### config.mk
export PLATFORM = sky130hd
export DESIGN_NAME = ifetch_queue
export DESIGN_NICKNAME = d
export VERILOG_FILES = /design/src/rtl/ifetch_queue_pkg.sv /design/src/rtl/ifq_fifo.sv /design/src/rtl/ifetch_queue.sv
export SDC_FILE = /design/constraint.sdc
export NUM_CORES = 1
export LEC_CHECK = 0
export ABC_CLOCK_PERIOD_IN_PS = 4610
export BUFFER_PORTS_ARGS = -buffer_cell sky130_fd_sc_hd__buf_2
export CAP_MARGIN = 30
export CORE_MARGIN = 2
export CORE_UTILIZATION = 30
export CTS_CLUSTER_SIZE = 14
export DETAILED_ROUTE_END_ITERATION = 8
export PLACE_DENSITY_LB_ADDON = 0.08
export SLEW_MARGIN = 20
export SYNTH_ARGS = -nofsm -noshare
export SYNTH_HDL_FRONTEND = slang
export SYNTH_SLANG_ARGS = --single-unit
### constraint.sdc
create_clock -name clk_in -period 4.61 [get_ports clk_in]
set_clock_uncertainty 0.05 [all_clocks]
set_input_delay 0.6915 -clock clk_in [delete_from_list [all_inputs] [get_ports clk_in]]
set_output_delay 0.6915 -clock clk_in [all_outputs]
set_load 0.01 [all_outputs]
### src/rtl/ifetch_queue_pkg.sv
// Shared definitions for the instruction fetch queue: widths, JAL opcode, FSM encodings.
// Latency: n/a (definitions only).
// Backpressure: n/a.
package ifetch_queue_pkg;

  localparam int INS_W  = 32;
  localparam int ADDR_W = 32;

  localparam logic [6:0] JAL_OP = 7'b1101111;

  typedef enum logic [1:0] {
    IFQ_IDLE = 2'd0,
    IFQ_WAIT = 2'd1,
    IFQ_DROP = 2'd2
  } ifq_state_t;

  // One queued instruction: word plus the address it was fetched from.
  typedef struct packed {
    logic [INS_W-1:0]  ins;
    logic [ADDR_W-1:0] pc;
  } ifq_entry_t;

  // J-type immediate, sign-extended to 32 bits.
  function automatic logic [ADDR_W-1:0] jal_imm(input logic [INS_W-1:0] w);
    return {{11{w[31]}}, w[31], w[19:12], w[20], w[30:21], 1'b0};
  endfunction

endpackage

### src/rtl/ifq_fifo.sv
// Circular FIFO holding fetched {ins, pc} entries; clr empties it in one edge.
// Latency: push visible at head/count one edge later; head is combinational from storage.
// Backpressure: push ignored when full, pop ignored when empty; clr wins over both.
// Ports: clk/rst_n, push+push_data, pop, clr, full, empty, count, head.
module ifq_fifo #(
  parameter int DEPTH = 16,
  parameter int WIDTH = 64
) (
  input  logic                       clk,
  input  logic                       rst_n,
  input  logic                       push,
  input  logic [WIDTH-1:0]           push_data,
  input  logic                       pop,
  input  logic                       clr,
  output logic                       full,
  output logic                       empty,
  output logic [$clog2(DEPTH):0]     count,
  output logic [WIDTH-1:0]           head
);

  localparam int AW = $clog2(DEPTH);
  localparam logic [AW:0] FULL_CNT = DEPTH[AW:0];

  logic [WIDTH-1:0] mem [DEPTH];
  logic [AW-1:0]    wr_ptr;
  logic [AW-1:0]    rd_ptr;
  logic             do_push;
  logic             do_pop;

  assign full    = (count == FULL_CNT);
  assign empty   = (count == '0);
  assign do_push = push && !full && !clr;
  assign do_pop  = pop && !empty && !clr;
  assign head    = mem[rd_ptr];

  // Storage carries no reset; validity is tracked by count alone.
  always_ff @(posedge clk) begin
    if (do_push) begin
      mem[wr_ptr] <= push_data;
    end
  end

  always_ff @(posedge clk or negedge rst_n) begin
    if (!rst_n) begin
      wr_ptr <= '0;
      rd_ptr <= '0;
      count  <= '0;
    end else if (clr) begin
      wr_ptr <= '0;
      rd_ptr <= '0;
      count  <= '0;
    end else begin
      if (do_push) wr_ptr <= wr_ptr + 1'b1;
      if (do_pop)  rd_ptr <= rd_ptr + 1'b1;
      unique case ({do_push, do_pop})
        2'b10:   count <= count + 1'b1;
        2'b01:   count <= count - 1'b1;
        default: count <= count;
      endcase
    end
  end

endmodule

### src/rtl/ifetch_queue.sv
// Fetches instruction words from memory, queues {ins, pc}, issues one per cycle to the decoder.
// Latency: first ins_flg two edges after mem_ack; one outstanding memory request at a time.
// Backpressure: stall_in holds the queue; no request is issued while the queue is full.
// Ports: clk_in/rst_n; stall_in, jump_flg/jump_pc from downstream; mem_req/mem_addr/mem_ack/mem_data
// to memory; ins_flg/ins/pc to the decoder.
// Build option: IFQ_JAL_PREDICT_EN makes a fetched JAL steer the next fetch to its target.
module ifetch_queue
  import ifetch_queue_pkg::*;
#(
  parameter int          DEPTH    = 16,
  parameter logic [31:0] RESET_PC = 32'h0
) (
  input  logic        clk_in,
  input  logic        rst_n,
  input  logic        stall_in,
  input  logic        jump_flg,
  input  logic [31:0] jump_pc,
  output logic        mem_req,
  output logic [31:0] mem_addr,
  input  logic        mem_ack,
  input  logic [31:0] mem_data,
  output logic        ins_flg,
  output logic [31:0] ins,
  output logic [31:0] pc
);

  localparam int AW = $clog2(DEPTH);
  localparam logic [AW:0] FULL_CNT = DEPTH[AW:0];

  ifq_state_t      state;
  logic [31:0]     fetch_pc;
  logic [31:0]     next_pc;
  logic            can_req;
  logic            push;
  logic            pop;
  logic            full;
  logic            empty;
  logic [AW:0]     count;
  ifq_entry_t      push_entry;
  ifq_entry_t      head;

  // Only one request is ever in flight, so count < DEPTH guarantees room for its response.
  assign can_req = (count < FULL_CNT);
  assign push    = (state == IFQ_WAIT) && mem_ack && !jump_flg && !full;
  assign pop     = !empty && !stall_in && !jump_flg;

  assign push_entry.ins = mem_data;
  assign push_entry.pc  = mem_addr;

`ifdef IFQ_JAL_PREDICT_EN
  assign next_pc = (mem_data[6:0] == JAL_OP) ? (mem_addr + jal_imm(mem_data))
                                             : (fetch_pc + 32'd4);
`else
  assign next_pc = fetch_pc + 32'd4;
`endif

  ifq_fifo #(
    .DEPTH (DEPTH),
    .WIDTH ($bits(ifq_entry_t))
  ) u_fifo (
    .clk       (clk_in),
    .rst_n     (rst_n),
    .push      (push),
    .push_data (push_entry),
    .pop       (pop),
    .clr       (jump_flg),
    .full      (full),
    .empty     (empty),
    .count     (count),
    .head      (head)
  );

  // Fetch FSM. A redirect while a request is in flight still has to wait out that
  // response (DROP) because the memory side cannot cancel it.
  always_ff @(posedge clk_in or negedge rst_n) begin
    if (!rst_n) begin
      state    <= IFQ_IDLE;
      fetch_pc <= RESET_PC;
      mem_req  <= 1'b0;
      mem_addr <= RESET_PC;
    end else begin
      unique case (state)
        IFQ_IDLE: begin
          if (jump_flg) begin
            fetch_pc <= jump_pc;
          end else if (can_req) begin
            mem_req  <= 1'b1;
            mem_addr <= fetch_pc;
            state    <= IFQ_WAIT;
          end
        end
        IFQ_WAIT: begin
          if (jump_flg) begin
            fetch_pc <= jump_pc;
            if (mem_ack) begin
              mem_req <= 1'b0;
              state   <= IFQ_IDLE;
            end else begin
              state   <= IFQ_DROP;
            end
          end else if (mem_ack) begin
            fetch_pc <= next_pc;
            mem_req  <= 1'b0;
            state    <= IFQ_IDLE;
          end
        end
        IFQ_DROP: begin
          if (jump_flg) begin
            fetch_pc <= jump_pc;
          end
          if (mem_ack) begin
            mem_req <= 1'b0;
            state   <= IFQ_IDLE;
          end
        end
        default: begin
          mem_req <= 1'b0;
          state   <= IFQ_IDLE;
        end
      endcase
    end
  end

  // Registered issue port; ins/pc keep their last value when nothing is issued.
  always_ff @(posedge clk_in or negedge rst_n) begin
    if (!rst_n) begin
      ins_flg <= 1'b0;
      ins     <= '0;
      pc      <= '0;
    end else begin
      ins_flg <= pop;
      if (pop) begin
        ins <= head.ins;
        pc  <= head.pc;
      end
    end
  end

endmodule

==> metrics, run 1 <==
clk slew on worst S/H paths ~60 ps; post-CTS sizing 0; Antenna Nets Post-Route 0; main combinational cell family by area after synthesis multiplexers; clk sink count between 1,000 and 1,500; core footprint around 150,000 µm²; GRT overflow 0; Synth Instances about 2,200; Placed Instances between 4,000 and 5,000; crit-path cells inv_1, ha_1, nand3b_1, a21o_1, nor3b_1, and2_4, buf_12; drc violations 0; drt total wl around 120 mm; starting density of the core a little under a third; final hold violations 0; Yosys reg bits approximately 1,200; most common cell in the netlist edfxtp_1; P per Cell Area around 560 nW/µm²; Setup CP Type reg2reg; area leader, netlist edfxtp_1; die height around 390 µm; Synth Area in Compound Gates around 4%; proportion of synthesized area in mux cells between 15 and 20%; Total GRT Usage between 15 and 20%; Setup violations, final 0; leakage power roughly 17 nW; Final Max Tran Viols 0; Main synth FF type edfxtp_1; Root Buffer clkbuf_16; # rows between 100 and 150; Worst-Margin Slew 925 ps; synthesis warning total 0; total CTS buffers roughly 130; largest net degree at the start of global routing 83; Die Wd about 390 µm; top post-synthesis cells by count 1,024 x edfxtp_1, 256 x mux4_2, 145 x dfrtp_1; share of layout cells above drive strength 1 32.5%; CTS tree built; RePlAce Congestion approximately 0.73; Synth Area per Inst between 20 and 25 µm²; RSZ-0062 raised after global routing false; peak supply drop 0.415 mV; DR vias/cell between 5 and 6; footprint of the multi-input gates 9970 µm²; storage element area 34,400 µm²; IO buf count ~170; status finished, final reports clean; total setup buffers inserted after CTS 0; Critical Path Fanout Max 33; vias in the first global route about 24,000; relative slew slack 38.3%; Synth Area in Simple Gates ~2%; WP buf/inv 2; minimum clock period after layout around 3300 ps; Layout Nets roughly 2,500; Post-synth EDFFs between 1,000 and 1,500; Clock Tree Buf Depth 3; later-pin clock latency in the skew report about 760 ps; syn_nets between 2,000 and 2,500; 1st-iter DRT viols 1,727; CP delay by family, top simple AND/OR/NAND/NOR gates; initial antenna violation count 6; synth top area cells edfxtp_1 68%, mux4_2 13%, dfrtp_1 8.1%, mux2_2 2.5%, o22ai_1 1.9%; first-pass GRT wire length 174 mm; Detailed Place HPWL roughly 70 mm; fmax around 0.3 GHz; sequential area share after synthesis 76.5%; Synth top area share just under 70%; final period utilization between 70 and 80%; critical path startpoint category flip-flop; CP max stage delay 650 ps; synthesized cell area about 45,000 µm²; Fill cells between 10,000 and 15,000; crit path capture type flip-flop; setup_tns 0 ps; XOR/XNOR Fraction of Synth Area 0.136%; DR WL/cell around 27 µm; post-synthesis adder-cell area fraction less than 1%; slowest cell on the critical path and2_4; Hold Crit Class in2reg; post-synth cell types 60; Req. time, crit path approximately 5000 ps; non-filler instance count after layout around 4,500; area grow syn2layout 17.7%; Async S/R FF share, synth 12.4%; CP arrival about 3700 ps; via count 22,400; Die Area ~150,000 µm²; maxcap violations 0; boundary pin count 167; CTS H-tree lvls 4; Initial DRT Pass Iterations 5
==> routing by layer <==
metal | up-vias | global-route usage [%] | wire length [µm]
met5 | - | 0 | 13
met4 | 2 | 3.69 | 2120
met3 | 155 | 3.22 | 5290
met2 | 516 | 24.9 | 56700
met1 | 12200 | 22.6 | 56200
li1 | 9528 | - | -
==> path summary, 6_finish.rpt <==
path | startpoint | endpoint | slack (ps) | depth (start not counted)
setup / recovery | state[1]$_DFFE_PN0P_ | u_fifo.mem[8][12]$_DFFE_PP_ | 1260 | 7
min in group asynchronous | rst_n | mem_addr[11]$_DFFE_PN0P_ | 390 | 2
hold reg to reg | fetch_pc[0]$_DFFE_PN0P_ | mem_addr[0]$_DFFE_PN0P_ | 470 | 1
hold / removal | jump_pc[1] | fetch_pc[1]$_DFFE_PN0P_ | 140 | 2
max in group asynchronous | rst_n | ins[7]$_DFFE_PN0N_ | 3170 | 3
setup reg to reg | state[1]$_DFFE_PN0P_ | u_fifo.mem[8][12]$_DFFE_PP_ | 1260 | 7
==> flip-flops by register name, indices dropped and copies added (netlist names), 2 cells and up <==
name           flops
fetch_pc          32
pc                32
state              2
u_fifo.rd_ptr      4
mem_addr          32
ins               32
u_fifo.mem      1024
u_fifo.wr_ptr      4
u_fifo.count       5
==> stage by stage <==
step                total power [W]  cell area, µm²  worst slack [ps]  utilization, %  hold WS, ps
floorplan                    0.0171           45000               970               -          346
global placement             0.0197           48500              1150            32.5          446
detailed placement           0.0197           48500              1090            32.5          458
finish                       0.0299           52900              1260            35.5          141
CTS                          0.0304           52900              1260            35.4         69.7
global route                 0.0313           52900               991            35.5         81.7
==> worst register-to-register path, cell delays in order, from the launching register on <==
cell      delay (ps)
dfrtp_1          430
inv_1            120
ha_1             360
nand3b_1         180
a21o_1           310
nor3b_1          490
and2_4           650
buf_12           360
==> kinds of logic (layout without fill, tap and decap cells) <==
| logic type | after synthesis | count (layout) |
|---|---|---|
| other | 0 | 2 |
| buffers and inverters | 141 | 495 |
| adders and majority gates | 15 | 15 |
| AOI/OAI and AO/OA | 306 | 306 |
| muxes | 357 | 357 |
| DFF | 1169 | 1169 |
| and+or+nand+nor | 158 | 158 |
| xor gates and xnor gates | 7 | 7 |
==> what timing repair did <==
| action | 4_1_cts | 5_1_grt |
|---|---|---|
| endpoints found under the hold margin | 32 | 0 |
| setup endpoints to repair | 0 | 0 |
| hold buffers | 1 | 0 |
==> final cells by class <==
cell class              count  area share, %
diodes                      2        0.00946
clock buffers             197           7.22
clock inverters            51           1.06
inverters                  13         0.0922
multi-input cells         843           18.8
flip-flops and latches   1169           65.0
well taps                1944           4.60
repair buffers            234           3.22
==> power breakdown <==
group | switching [W] | internal [W] | leakage, nW
Clock | 0.00433 | 0.00619 | 2.14
Sequential | 0.00134 | 0.0129 | 10.8
Combinational | 0.00290 | 0.00222 | 3.78
==> cells in the final DEF, fill, tap and decap left out, drive strengths merged, types with 3 or more instances in the layout <==
cell / count
nor2: 23
ha: 14
dfrtp: 145
o21ai: 25
and4: 10
a21o: 6
and3: 9
a211oi: 5
mux4: 256
bufinv: 7
buf: 232
or3: 3
xor2: 6
nor3: 11
nand4: 14
edfxtp: 1024
mux2: 99
nand3: 24
nand2b: 3
inv: 21
clkinv: 36
and2: 14
nor4: 3
o22ai: 139
nand2: 37
clkbuf: 198
a2bb2oi: 10
a21oi: 103
No activity file was read; power rests on OpenSTA's default activity.
==> inputs of run 2 (changes only) <==
--- a/config.mk
+++ b/config.mk
@@ -5,7 +5,8 @@
 export SDC_FILE = /design/constraint.sdc
 export NUM_CORES = 1
 export LEC_CHECK = 0
-export ABC_CLOCK_PERIOD_IN_PS = 4610
+export ABC_AREA = 1
+export ABC_CLOCK_PERIOD_IN_PS = 3200
 export BUFFER_PORTS_ARGS = -buffer_cell sky130_fd_sc_hd__buf_2
 export CAP_MARGIN = 30
 export CORE_MARGIN = 2
==> constraint.sdc (replaced) <==
create_clock -name clk_in -period 3.2 [get_ports clk_in]
set_clock_uncertainty 0.05 [all_clocks]
set_input_delay 0.48 -clock clk_in [delete_from_list [all_inputs] [get_ports clk_in]]
set_output_delay 0.48 -clock clk_in [all_outputs]
set_load 0.01 [all_outputs]
==> run 2 against run 1 <==
  * Register-to-register slack worse by 780 ps
  * Synthesized cell count is 89% higher
  * Final cell count up 45%
  * Die area rose by 5.1%
  * Routed wire length rose by 21%
  * Critical path type unchanged
  * Highest routed layer unchanged
==> metrics, run 2 <==
Psw approximately 0.015 W; Clock Tree Buf Depth 3; Initial DRT Pass Iterations 7; Antenna Nets Post-Route 0; Async S/R FF share, synth between 10% and 20%; Fill cells 15,500; WHS between 60 and 70 ps; minimum clock period after layout 2720 ps; Main synth FF type edfxtp_1; starting density of the core about 30%; Synth top area share approximately 65%; initial antenna violation count 3; area leader, netlist edfxtp_1; status finished, final reports clean; most common cell in the netlist nand2_1; critical path startpoint category flip-flop; relative slew slack approximately a third; Die Area 161,000 µm²; Yosys reg bits between 1,000 and 1,500; storage element area between 30,000 and 40,000 µm²; die height around 400 µm; drc violations 0; largest net degree at the start of global routing 124; max reg flops 1,024; Die Wd 401 µm; clk slew on worst S/H paths about 60 ps; final period utilization between 80% and 90%; first-pass GRT wire length about 210 mm; peak supply drop between 0.4 and 0.5 mV; fmax between 0.3 and 0.4 GHz; final hold violations 0; P per Cell Area 817 nW/µm²; top post-synthesis cells by count 1,427 x nand2_1, 1,024 x edfxtp_1, 302 x nand3_1, 302 x nor2_1, 149 x a21oi_1; RePlAce Congestion 0.769; non-filler instance count after layout 6,462; grt met1 use 25.7%; Seq pwr share between 40% and 50%; CTS H-tree lvls 4; Hold Crit Class in2reg; synthesized cell area 47,300 µm²; Worst-Margin Slew between 900 and 1000 ps; Req. time, crit path about 3500 ps; post-route cell area between 50,000 and 60,000 µm²; met2 usage between 20% and 30%; crit path capture type flip-flop; Power Internal 0.0307 W; post-synth cell types 35; boundary pin count roughly 170; RSZ-0062 raised after global routing false; Post-synth EDFFs around 1,000; GRT overflow 0; total CTS buffers about 140; Placement Cell Area 51,300 µm²; 1st-iter DRT viols ~2,200; drt total wl about 150 mm; Sw Share between 30% and 40%; Comb pwr share between 20% and 30%; most frequent cells in the layout 1,425 x nand2_1, 1,024 x edfxtp_1, 301 x nand3_1; maxcap violations 0; later-pin clock latency in the skew report around 770 ps; # rows roughly 150; clk sink count ~1,200; post-layout util 35.9%; syn_nets 4,156; IO buf count around 170; Setup CP Type reg2reg; commonest non-fill, non-tap cell in the layout nand2_1; DR WL/cell about 23 µm; Root Buffer clkbuf_16; total setup buffers inserted after CTS 0; Synth Area per Inst about 12 µm²; Final Max Tran Viols 0; CP arrival 3050 ps; largest reg by FF count u_fifo.mem; area grow syn2layout 18.6%; synthesis warning total 0; CTS tree built; busiest layer in global routing met2; Critical Path Fanout Max 64; DR vias/cell ~4.7; clock network power share 33.3%; sequential area share after synthesis 72.7%; Synth Instances between 4,000 and 5,000; GR Util met3 between 3 and 4%; synth top area cells edfxtp_1 65%, nand2_1 11%, dfrtp_1 7.7%, nand3_1 3.2%, nor2_1 2.4%; leakage power between 20 and 25 nW; vias in the first global route 30,500; Layout Nets roughly 4,400; footprint of the multi-input gates between 10,000 and 15,000 µm²; core footprint 156,000 µm²; share of layout cells above drive strength 1 a little under an eighth; Placed Instances a little over 6,000; Setup violations, final 0; Total GRT Usage about 18%; via count slightly above 30,000; Detailed Place HPWL a little under 80 mm
==> run 2: worst paths after layout <==
kind                                 startpoint                           end  slack, ps  depth (start not counted)
min in group asynchronous                 rst_n       fetch_pc[1]$_DFFE_PN0P_        190                          2
hold / removal                      jump_pc[23]      fetch_pc[23]$_DFFE_PN0P_         60                          5
setup reg to reg           state[1]$_DFFE_PN0P_   u_fifo.mem[10][1]$_DFFE_PP_        480                          9
hold reg to reg               pc[2]$_DFFE_PN0N_             pc[2]$_DFFE_PN0N_        420                          2
setup / recovery           state[1]$_DFFE_PN0P_   u_fifo.mem[10][1]$_DFFE_PP_        480                          9
max in group asynchronous                 rst_n  u_fifo.rd_ptr[1]$_DFFE_PN0P_       2080                          3
==> run 2: worst max-delay path, cell delays in order (launching register included) <==
cell	delay [ps]
dfrtp_1	430
inv_1	130
ha_1	200
nand2_1	70
nor2_1	130
nand2_1	130
inv_1	200
nand2_1	290
nor2_4	190
buf_12	470
==> run 2: through the flow <==
stage	total power, W	worst slack [ps]	setup TNS, ps
6_report	0.0458	483	0
5_1_grt	0.0485	277	0
4_1_cts	0.0466	469	0
3_5_place_dp	0.0311	495	0
3_3_place_gp	0.0311	472	0
2_1_floorplan	0.0264	-190	-172190
==> run 2: final cells by class <==
type | instances | area share (%)
clock inverters | 56 | 0.866
well taps | 2058 | 4.59
flip-flops and latches | 1169 | 61.3
inverters | 62 | 0.462
diodes | 2 | 0.00893
multi-input cells | 2611 | 20.8
clock buffers | 192 | 6.88
repair buffers | 312 | 5.04
==> run 2: power by group through the flow <==
| stage | Sequential (W) | Combinational [W] | Clock, W |
|---|---|---|---|
| after detailed placement | 0.0205 | 0.0107 | 0 |
| final | 0.0201 | 0.0104 | 0.0152 |
| after floorplan | 0.0200 | 0.00634 | 0 |
| after CTS | 0.0202 | 0.0107 | 0.0157 |
| after global placement | 0.0206 | 0.0106 | 0 |
| after global routing | 0.0203 | 0.0118 | 0.0163 |
==> run 2: cell families after synthesis <==
logic type	after synthesis	share of synthesized area, %
adder cells (fa/ha/maj)	15	0.413
AND/OR/NAND/NOR	2041	17.1
XOR/XNOR	6	0.111
buffers and inverters	292	2.94
flip-flops	1169	72.7
AO/OA/AOI/OAI	545	6.65
multiplexers	4	0.0926
==> run 2: repair_timing <==
action	in CTS	in global routing
hold buffers	42	0
gates resized for setup	0	0
endpoints found under the hold margin	189	0
==> run 2: layer usage <==
metal,wire length (µm),vias to the layer above
met3,6930,154
met4,2350,4
met1,69500,15300
met5,27,-
li1,-,14600
met2,66700,623
